===== src/rtl/ctrl_pipe_hazard_pkg.sv =====
// Shared types for the control pipeline: control word, ID/EX stage record,
// forwarding select encodings and the forwarding priority helper.
package ctrl_pipe_hazard_pkg;

  localparam int REG_AW  = 5;
  localparam int ALUOP_W = 2;

  typedef struct packed {
    logic               alusrc;
    logic               memtoreg;
    logic               regwrite;
    logic               memread;
    logic               memwrite;
    logic [ALUOP_W-1:0] aluop;
    logic               branch;
  } ctrl_t;

  localparam ctrl_t CTRL_NOP = '0;

  // ID/EX stage contents; an all-zero record is a bubble
  typedef struct packed {
    ctrl_t             ctrl;
    logic [REG_AW-1:0] rs1;
    logic [REG_AW-1:0] rs2;
    logic [REG_AW-1:0] rd;
  } id_ex_t;

  localparam logic [1:0] FWD_RF    = 2'b00;
  localparam logic [1:0] FWD_EXMEM = 2'b10;
  localparam logic [1:0] FWD_MEMWB = 2'b01;

  // Younger producer (EX/MEM) wins; x0 is hardwired zero and never forwards
  function automatic logic [1:0] fwd_sel(input logic              mem_we,
                                         input logic [REG_AW-1:0] mem_rd,
                                         input logic              wb_we,
                                         input logic [REG_AW-1:0] wb_rd,
                                         input logic [REG_AW-1:0] rs);
    if (mem_we && mem_rd != '0 && mem_rd == rs)   return FWD_EXMEM;
    else if (wb_we && wb_rd != '0 && wb_rd == rs) return FWD_MEMWB;
    else                                          return FWD_RF;
  endfunction

endpackage


===== src/rtl/ctrl_pipe_hazard_if.sv =====
// Decoder/datapath facing bus of the control pipeline. The slave side is the
// pipeline block itself; the master side is whoever drives the ID stage.
interface ctrl_pipe_hazard_if;
  import ctrl_pipe_hazard_pkg::*;

  ctrl_t             id_ctrl;
  logic              id_valid;
  logic [REG_AW-1:0] id_rs1;
  logic [REG_AW-1:0] id_rs2;
  logic [REG_AW-1:0] id_rd;
  logic              ex_branch_taken;

  ctrl_t             ex_ctrl;
  logic [REG_AW-1:0] ex_rs1;
  logic [REG_AW-1:0] ex_rs2;
  logic [REG_AW-1:0] ex_rd;
  ctrl_t             mem_ctrl;
  logic [REG_AW-1:0] mem_rd;
  logic              wb_regwrite;
  logic              wb_memtoreg;
  logic [REG_AW-1:0] wb_rd;
  logic              pc_write_en;
  logic              if_id_write_en;
  logic              if_id_flush;
  logic [1:0]        fwd_a;
  logic [1:0]        fwd_b;

  modport master (
    output id_ctrl, id_valid, id_rs1, id_rs2, id_rd, ex_branch_taken,
    input  ex_ctrl, ex_rs1, ex_rs2, ex_rd, mem_ctrl, mem_rd,
           wb_regwrite, wb_memtoreg, wb_rd,
           pc_write_en, if_id_write_en, if_id_flush, fwd_a, fwd_b
  );

  modport slave (
    input  id_ctrl, id_valid, id_rs1, id_rs2, id_rd, ex_branch_taken,
    output ex_ctrl, ex_rs1, ex_rs2, ex_rd, mem_ctrl, mem_rd,
           wb_regwrite, wb_memtoreg, wb_rd,
           pc_write_en, if_id_write_en, if_id_flush, fwd_a, fwd_b
  );
endinterface


===== src/rtl/ctrl_pipe_hazard_fwd_unit.sv =====
// EX-stage forwarding selects, one per ALU operand (0 = A/rs1, 1 = B/rs2).
module ctrl_pipe_hazard_fwd_unit
  import ctrl_pipe_hazard_pkg::*;
#(
  parameter int NUM_OPS = 2
) (
  input  logic                           mem_regwrite,
  input  logic [REG_AW-1:0]              mem_rd,
  input  logic                           wb_regwrite,
  input  logic [REG_AW-1:0]              wb_rd,
  input  logic [NUM_OPS-1:0][REG_AW-1:0] ex_rs,
  output logic [NUM_OPS-1:0][1:0]        fwd
);

  for (genvar g = 0; g < NUM_OPS; g++) begin : g_op
    // Per-operand source select, EX/MEM before MEM/WB
    always_comb fwd[g] = fwd_sel(mem_regwrite, mem_rd, wb_regwrite, wb_rd, ex_rs[g]);
  end

endmodule


===== src/rtl/ctrl_pipe_hazard.sv =====
// Control-word pipeline ID/EX -> EX/MEM -> MEM/WB with load-use stall,
// taken-branch flush and EX-stage forwarding selects.
module ctrl_pipe_hazard
  import ctrl_pipe_hazard_pkg::*;
(
  input  logic              clk,
  input  logic              reset,
  ctrl_pipe_hazard_if.slave bus
);

  id_ex_t            ex_q;
  ctrl_t             mem_ctrl_q;
  logic [REG_AW-1:0] mem_rd_q;
  logic              wb_we_q;
  logic              wb_m2r_q;
  logic [REG_AW-1:0] wb_rd_q;

  logic   stall, flush, hold, bubble;
  id_ex_t id_rec;

  // Load-use detect; a taken branch overrides it since the ID instruction dies
  always_comb begin
    stall  = ex_q.ctrl.memread && ex_q.rd != '0 && bus.id_valid &&
             (ex_q.rd == bus.id_rs1 || ex_q.rd == bus.id_rs2);
    flush  = bus.ex_branch_taken;
    hold   = stall && !flush;
    bubble = stall || flush || !bus.id_valid;
    id_rec = '{ctrl: bus.id_ctrl, rs1: bus.id_rs1, rs2: bus.id_rs2, rd: bus.id_rd};
  end

  // Stage registers; EX/MEM and MEM/WB always advance
  always_ff @(posedge clk or negedge reset) begin
    if (!reset) begin
      ex_q       <= '0;
      mem_ctrl_q <= CTRL_NOP;
      mem_rd_q   <= '0;
      wb_we_q    <= 1'b0;
      wb_m2r_q   <= 1'b0;
      wb_rd_q    <= '0;
    end else begin
      ex_q       <= bubble ? id_ex_t'('0) : id_rec;
      mem_ctrl_q <= ex_q.ctrl;
      mem_rd_q   <= ex_q.rd;
      wb_we_q    <= mem_ctrl_q.regwrite;
      wb_m2r_q   <= mem_ctrl_q.memtoreg;
      wb_rd_q    <= mem_rd_q;
    end
  end

  logic [1:0][REG_AW-1:0] ex_rs;
  logic [1:0][1:0]        fwd;

  // Operand order matches fwd_unit: [0] = A/rs1, [1] = B/rs2
  always_comb ex_rs = {ex_q.rs2, ex_q.rs1};

  ctrl_pipe_hazard_fwd_unit #(.NUM_OPS(2)) fwd_unit (
    .mem_regwrite (mem_ctrl_q.regwrite),
    .mem_rd       (mem_rd_q),
    .wb_regwrite  (wb_we_q),
    .wb_rd        (wb_rd_q),
    .ex_rs        (ex_rs),
    .fwd          (fwd)
  );

  // Output mapping
  always_comb begin
    bus.ex_ctrl        = ex_q.ctrl;
    bus.ex_rs1         = ex_q.rs1;
    bus.ex_rs2         = ex_q.rs2;
    bus.ex_rd          = ex_q.rd;
    bus.mem_ctrl       = mem_ctrl_q;
    bus.mem_rd         = mem_rd_q;
    bus.wb_regwrite    = wb_we_q;
    bus.wb_memtoreg    = wb_m2r_q;
    bus.wb_rd          = wb_rd_q;
    bus.pc_write_en    = !hold;
    bus.if_id_write_en = !hold;
    bus.if_id_flush    = flush;
    bus.fwd_a          = fwd[0];
    bus.fwd_b          = fwd[1];
  end

endmodule

===== src/flat_wrapper.sv =====
// flat-port wrapper written by rule: the top's interface ports become plain ports
module ctrl_pipe_hazard_flat import ctrl_pipe_hazard_pkg::*;
  (clk, reset, bus_id_ctrl, bus_id_valid, bus_id_rs1, bus_id_rs2, bus_id_rd, bus_ex_branch_taken, bus_ex_ctrl, bus_ex_rs1, bus_ex_rs2, bus_ex_rd, bus_mem_ctrl, bus_mem_rd, bus_wb_regwrite, bus_wb_memtoreg, bus_wb_rd, bus_pc_write_en, bus_if_id_write_en, bus_if_id_flush, bus_fwd_a, bus_fwd_b);
  ctrl_pipe_hazard_if bus_i ();
  input  logic clk;
  input  logic reset;
  input wire logic [$bits(bus_i.id_ctrl)-1:0] bus_id_ctrl;
  input wire logic [$bits(bus_i.id_valid)-1:0] bus_id_valid;
  input wire logic [$bits(bus_i.id_rs1)-1:0] bus_id_rs1;
  input wire logic [$bits(bus_i.id_rs2)-1:0] bus_id_rs2;
  input wire logic [$bits(bus_i.id_rd)-1:0] bus_id_rd;
  input wire logic [$bits(bus_i.ex_branch_taken)-1:0] bus_ex_branch_taken;
  output wire logic [$bits(bus_i.ex_ctrl)-1:0] bus_ex_ctrl;
  output wire logic [$bits(bus_i.ex_rs1)-1:0] bus_ex_rs1;
  output wire logic [$bits(bus_i.ex_rs2)-1:0] bus_ex_rs2;
  output wire logic [$bits(bus_i.ex_rd)-1:0] bus_ex_rd;
  output wire logic [$bits(bus_i.mem_ctrl)-1:0] bus_mem_ctrl;
  output wire logic [$bits(bus_i.mem_rd)-1:0] bus_mem_rd;
  output wire logic [$bits(bus_i.wb_regwrite)-1:0] bus_wb_regwrite;
  output wire logic [$bits(bus_i.wb_memtoreg)-1:0] bus_wb_memtoreg;
  output wire logic [$bits(bus_i.wb_rd)-1:0] bus_wb_rd;
  output wire logic [$bits(bus_i.pc_write_en)-1:0] bus_pc_write_en;
  output wire logic [$bits(bus_i.if_id_write_en)-1:0] bus_if_id_write_en;
  output wire logic [$bits(bus_i.if_id_flush)-1:0] bus_if_id_flush;
  output wire logic [$bits(bus_i.fwd_a)-1:0] bus_fwd_a;
  output wire logic [$bits(bus_i.fwd_b)-1:0] bus_fwd_b;
  assign bus_i.id_ctrl = bus_id_ctrl;
  assign bus_i.id_valid = bus_id_valid;
  assign bus_i.id_rs1 = bus_id_rs1;
  assign bus_i.id_rs2 = bus_id_rs2;
  assign bus_i.id_rd = bus_id_rd;
  assign bus_i.ex_branch_taken = bus_ex_branch_taken;
  assign bus_ex_ctrl = bus_i.ex_ctrl;
  assign bus_ex_rs1 = bus_i.ex_rs1;
  assign bus_ex_rs2 = bus_i.ex_rs2;
  assign bus_ex_rd = bus_i.ex_rd;
  assign bus_mem_ctrl = bus_i.mem_ctrl;
  assign bus_mem_rd = bus_i.mem_rd;
  assign bus_wb_regwrite = bus_i.wb_regwrite;
  assign bus_wb_memtoreg = bus_i.wb_memtoreg;
  assign bus_wb_rd = bus_i.wb_rd;
  assign bus_pc_write_en = bus_i.pc_write_en;
  assign bus_if_id_write_en = bus_i.if_id_write_en;
  assign bus_if_id_flush = bus_i.if_id_flush;
  assign bus_fwd_a = bus_i.fwd_a;
  assign bus_fwd_b = bus_i.fwd_b;
  ctrl_pipe_hazard u_core (.clk(clk), .reset(reset), .bus(bus_i));
endmodule

===== config.mk =====
export PLATFORM = sky130hd
export DESIGN_NAME = ctrl_pipe_hazard_flat
export DESIGN_NICKNAME = d
export VERILOG_FILES = /design/src/rtl/ctrl_pipe_hazard_pkg.sv /design/src/rtl/ctrl_pipe_hazard_if.sv /design/src/rtl/ctrl_pipe_hazard_fwd_unit.sv /design/src/rtl/ctrl_pipe_hazard.sv /design/src/flat_wrapper.sv
export SDC_FILE = /design/constraint.sdc
export NUM_CORES = 1
export LEC_CHECK = 0
export BUFFER_PORTS_ARGS = -buffer_cell sky130_fd_sc_hd__buf_2
export CORE_MARGIN = 5
export CORE_UTILIZATION = 25
export DETAILED_ROUTE_END_ITERATION = 12
export PLACE_DENSITY = 0.45
export SYNTH_ARGS = -nofsm -noshare
export SYNTH_HDL_FRONTEND = slang
export SYNTH_SLANG_ARGS = --single-unit

===== constraint.sdc =====
create_clock -name clk -period 4.8 [get_ports clk]
set_input_delay 0.72 -clock clk [delete_from_list [all_inputs] [get_ports clk]]
set_output_delay 0.72 -clock clk [all_outputs]
set_load 0.02 [all_outputs]

==> results.ini <==
[logic_synthesis]
yosys.area.top_type=dfrtp_1
syn_inst=150
yosysMostFrequentCell=dfrtp_1
netlist_area_um2=1808
synth_edf_count=0
synthTopCellsByCount=43 x dfrtp_1, 25 x nand2_1, 16 x xnor2_1, 14 x xor2_1, 13 x a21oi_1
ys_seq_elements=43
synth.distinct_cells=21
synth_top_area_frac=0.5952
synth_area_leaders=dfrtp_1 60%, xnor2_1 7.8%, xor2_1 6.8%
synth_flop_cell=dfrtp_1
syn-num-nets=177
synth-seq-area-share=0.5952
ys_warn_count=0
async_flop_share=1.000
synth.avg_cell_area_um2=12.05

[clocking]
clkLatencyLatePin_ns=0.29
cts_resized=0
cts_setup_buffers=0
cts-buffers-inserted=5
cts.sinks=43
clk_pin_slew_worst_paths_ns=0.08
cts_tree=built
cts_root_buffer=clkbuf_8
hold_buffers=0
htreeDepth=2
clockBufferDepth=2

[worst_setup_path]
r2r_end=u_core.bus.ex_rs2[0]$_DFF_PN0_
crit_fanout=5
cp_cell_sequence=or4_1 -> o21ai_1 -> nor4_1 -> nor4_2 -> buf_2
crit_path_start=u_core.bus.mem_rd[0]$_DFF_PN0_
slowest_delay_ns=0.53
required_ns=4.08
startpoint_type=flip-flop
crit_buf_inv=1
cp_top_family=simple AND/OR/NAND/NOR gates
rr_worst_depth=3
crit_type=flip-flop to output port
r2r_start=u_core.bus.ex_rd[0]$_DFF_PN0_
reg2reg_setup_slack_ns=3.03
cp-end-kind=output port
cp.arrival_ns=1.99
cp_slowest_cell=or4_1

[drt]
vias_per_cell=4.139
drt_iter0_markers=18
first_pass_iters=2
ant_nets=0
vias=1337
wire_per_inst_um=14.56
routed_wl_mm=4.702
route.detailed.drc=0

[sta]
whs_ns=0.3688
post-route-period-util=0.5653
fin_skew_ns=0.003498
period_minus_slack_ns=2.713
fmax_mhz=368.6
tightest_slew_ns=0.9423
finalSetupTns_ns=0
maxSlewViolCount=0
setup_viol_count_final=0
rsz0062_at_grt=false
slew_headroom=0.3718
hold_viol=0

[final_layout]
fin_nets=251
layout.cells.non_filler=323
nFillCells=787
final_area_um2=2354
layout-drive-gt1-share=0.4196
diodes=0
syn_to_final_growth_pct=30.17

[floorplanning]
io_pins=77
fp.dieArea_um2=9033
start_util=0.2533
die_w_um=95.04
coreArea_um2=7137
row_count=31
dieHeight_um=95.04

[grt]
grt_pass1_vias=1404
grt_usage=0.1083
grtUsageMet1=0.1372
grt_pass1_wl_mm=7.369
antenna_found_initial=0
globalRouteMet2Util=0.1715
grt_max_degree=44
gr-total-overflow=0
use_met3=0.03710
grt-busiest-layer=met2

[power]
p_per_area_nw_per_um2=304.5
p_leak_uw=0.001246
ir_worst_vdd_uv=95.81
total_power_uw=716.6

[run_status]
status=complete, no violations

[place]
hpwl_mm=3.690
place.gp.congestion=0.7816
portBuffers=76
placed_area_um2=2266
post-place-cells=316

[run]
max_cap_viol_count=0

[worst_hold_path]
holdPathEnd=u_core.bus.mem_ctrl[2]$_DFF_PN0_
holdPathStages=0
min-delay-start=u_core.bus.ex_ctrl[2]$_DFF_PN0_
hold_path.class=flip-flop to flip-flop

## sequential cells by signal, indices dropped and copies added, names as in the netlist
register and count:
u_core.bus.ex_ctrl 8, u_core.bus.ex_rd 5, u_core.bus.ex_rs1 5, u_core.bus.ex_rs2 5, u_core.bus.mem_ctrl 8, u_core.bus.mem_rd 5
u_core.bus.wb_memtoreg 1, u_core.bus.wb_rd 5, u_core.bus.wb_regwrite 1
## stage by stage
step	util	worst slack, ns
5_1_grt	0.3298	1.864
2_1_floorplan	-	2.154
3_5_place_dp	0.3175	2.370
3_3_place_gp	0.3175	2.389
4_1_cts	0.3298	2.046
6_report	0.3298	2.087
## worst max-delay path by stage
stage                                 end  slack [ns]  depth (start not counted)
after global routing         bus_fwd_a[0]        1.86                          5
after floorplan           bus_pc_write_en        2.15                          6
after detailed placement     bus_fwd_a[0]        2.37                          5
after global placement       bus_fwd_a[0]        2.39                          5
after CTS                    bus_fwd_a[0]        2.05                          5
final                        bus_fwd_a[0]        2.09                          5
## power by group
part | internal, uW | leakage, uW | switching (uW)
clock network | 113 | 0.0000470 | 115
logic | 37.9 | 0.000620 | 60.2
registers | 376 | 0.000578 | 14.6
total | 527 | 0.00125 | 190
## cell usage in the layout, fill, tap and decap left out, types with 2 or more instances in the layout
master | Yosys | final
a211oi_2 | 6 | 6
nor4_2 | 2 | 2
a211oi_1 | 4 | 4
a21oi_1 | 13 | 13
o21ai_1 | 2 | 2
nand3_1 | 4 | 4
xnor2_1 | 16 | 16
dfrtp_1 | 43 | 43
xor2_1 | 14 | 14
nor4_1 | 2 | 2
nand2_1 | 25 | 25
buf_2 | 3 | 76
or4_1 | 4 | 4
clkbuf_8 | 0 | 6
## metal layers
metal | part of all wire | vias to the layer above
li1 | - | 654
met1 | 0.44 | 620
met2 | 0.46 | 56
met3 | 0.093 | 7
met4 | 0.0089 | 0
met5 | 0 | -
## final cells by class
class | count | area, um2 | share of cell area
clock buffers | 6 | 82.58 | 0.03509
well taps | 99 | 123.9 | 0.05263
multi-input cells | 97 | 678.2 | 0.2881
repair buffers | 77 | 387.9 | 0.1648
flip-flops and latches | 43 | 1076 | 0.4572
clock inverters | 1 | 5.005 | 0.002127
## logic make-up after synthesis
group	share of synthesized area
simple gates	0.1114
flops	0.5952
xor+xnor	0.1453
buf+inv	0.03321
compound gates	0.1149
No activity file was read; power rests on OpenSTA's default activity.
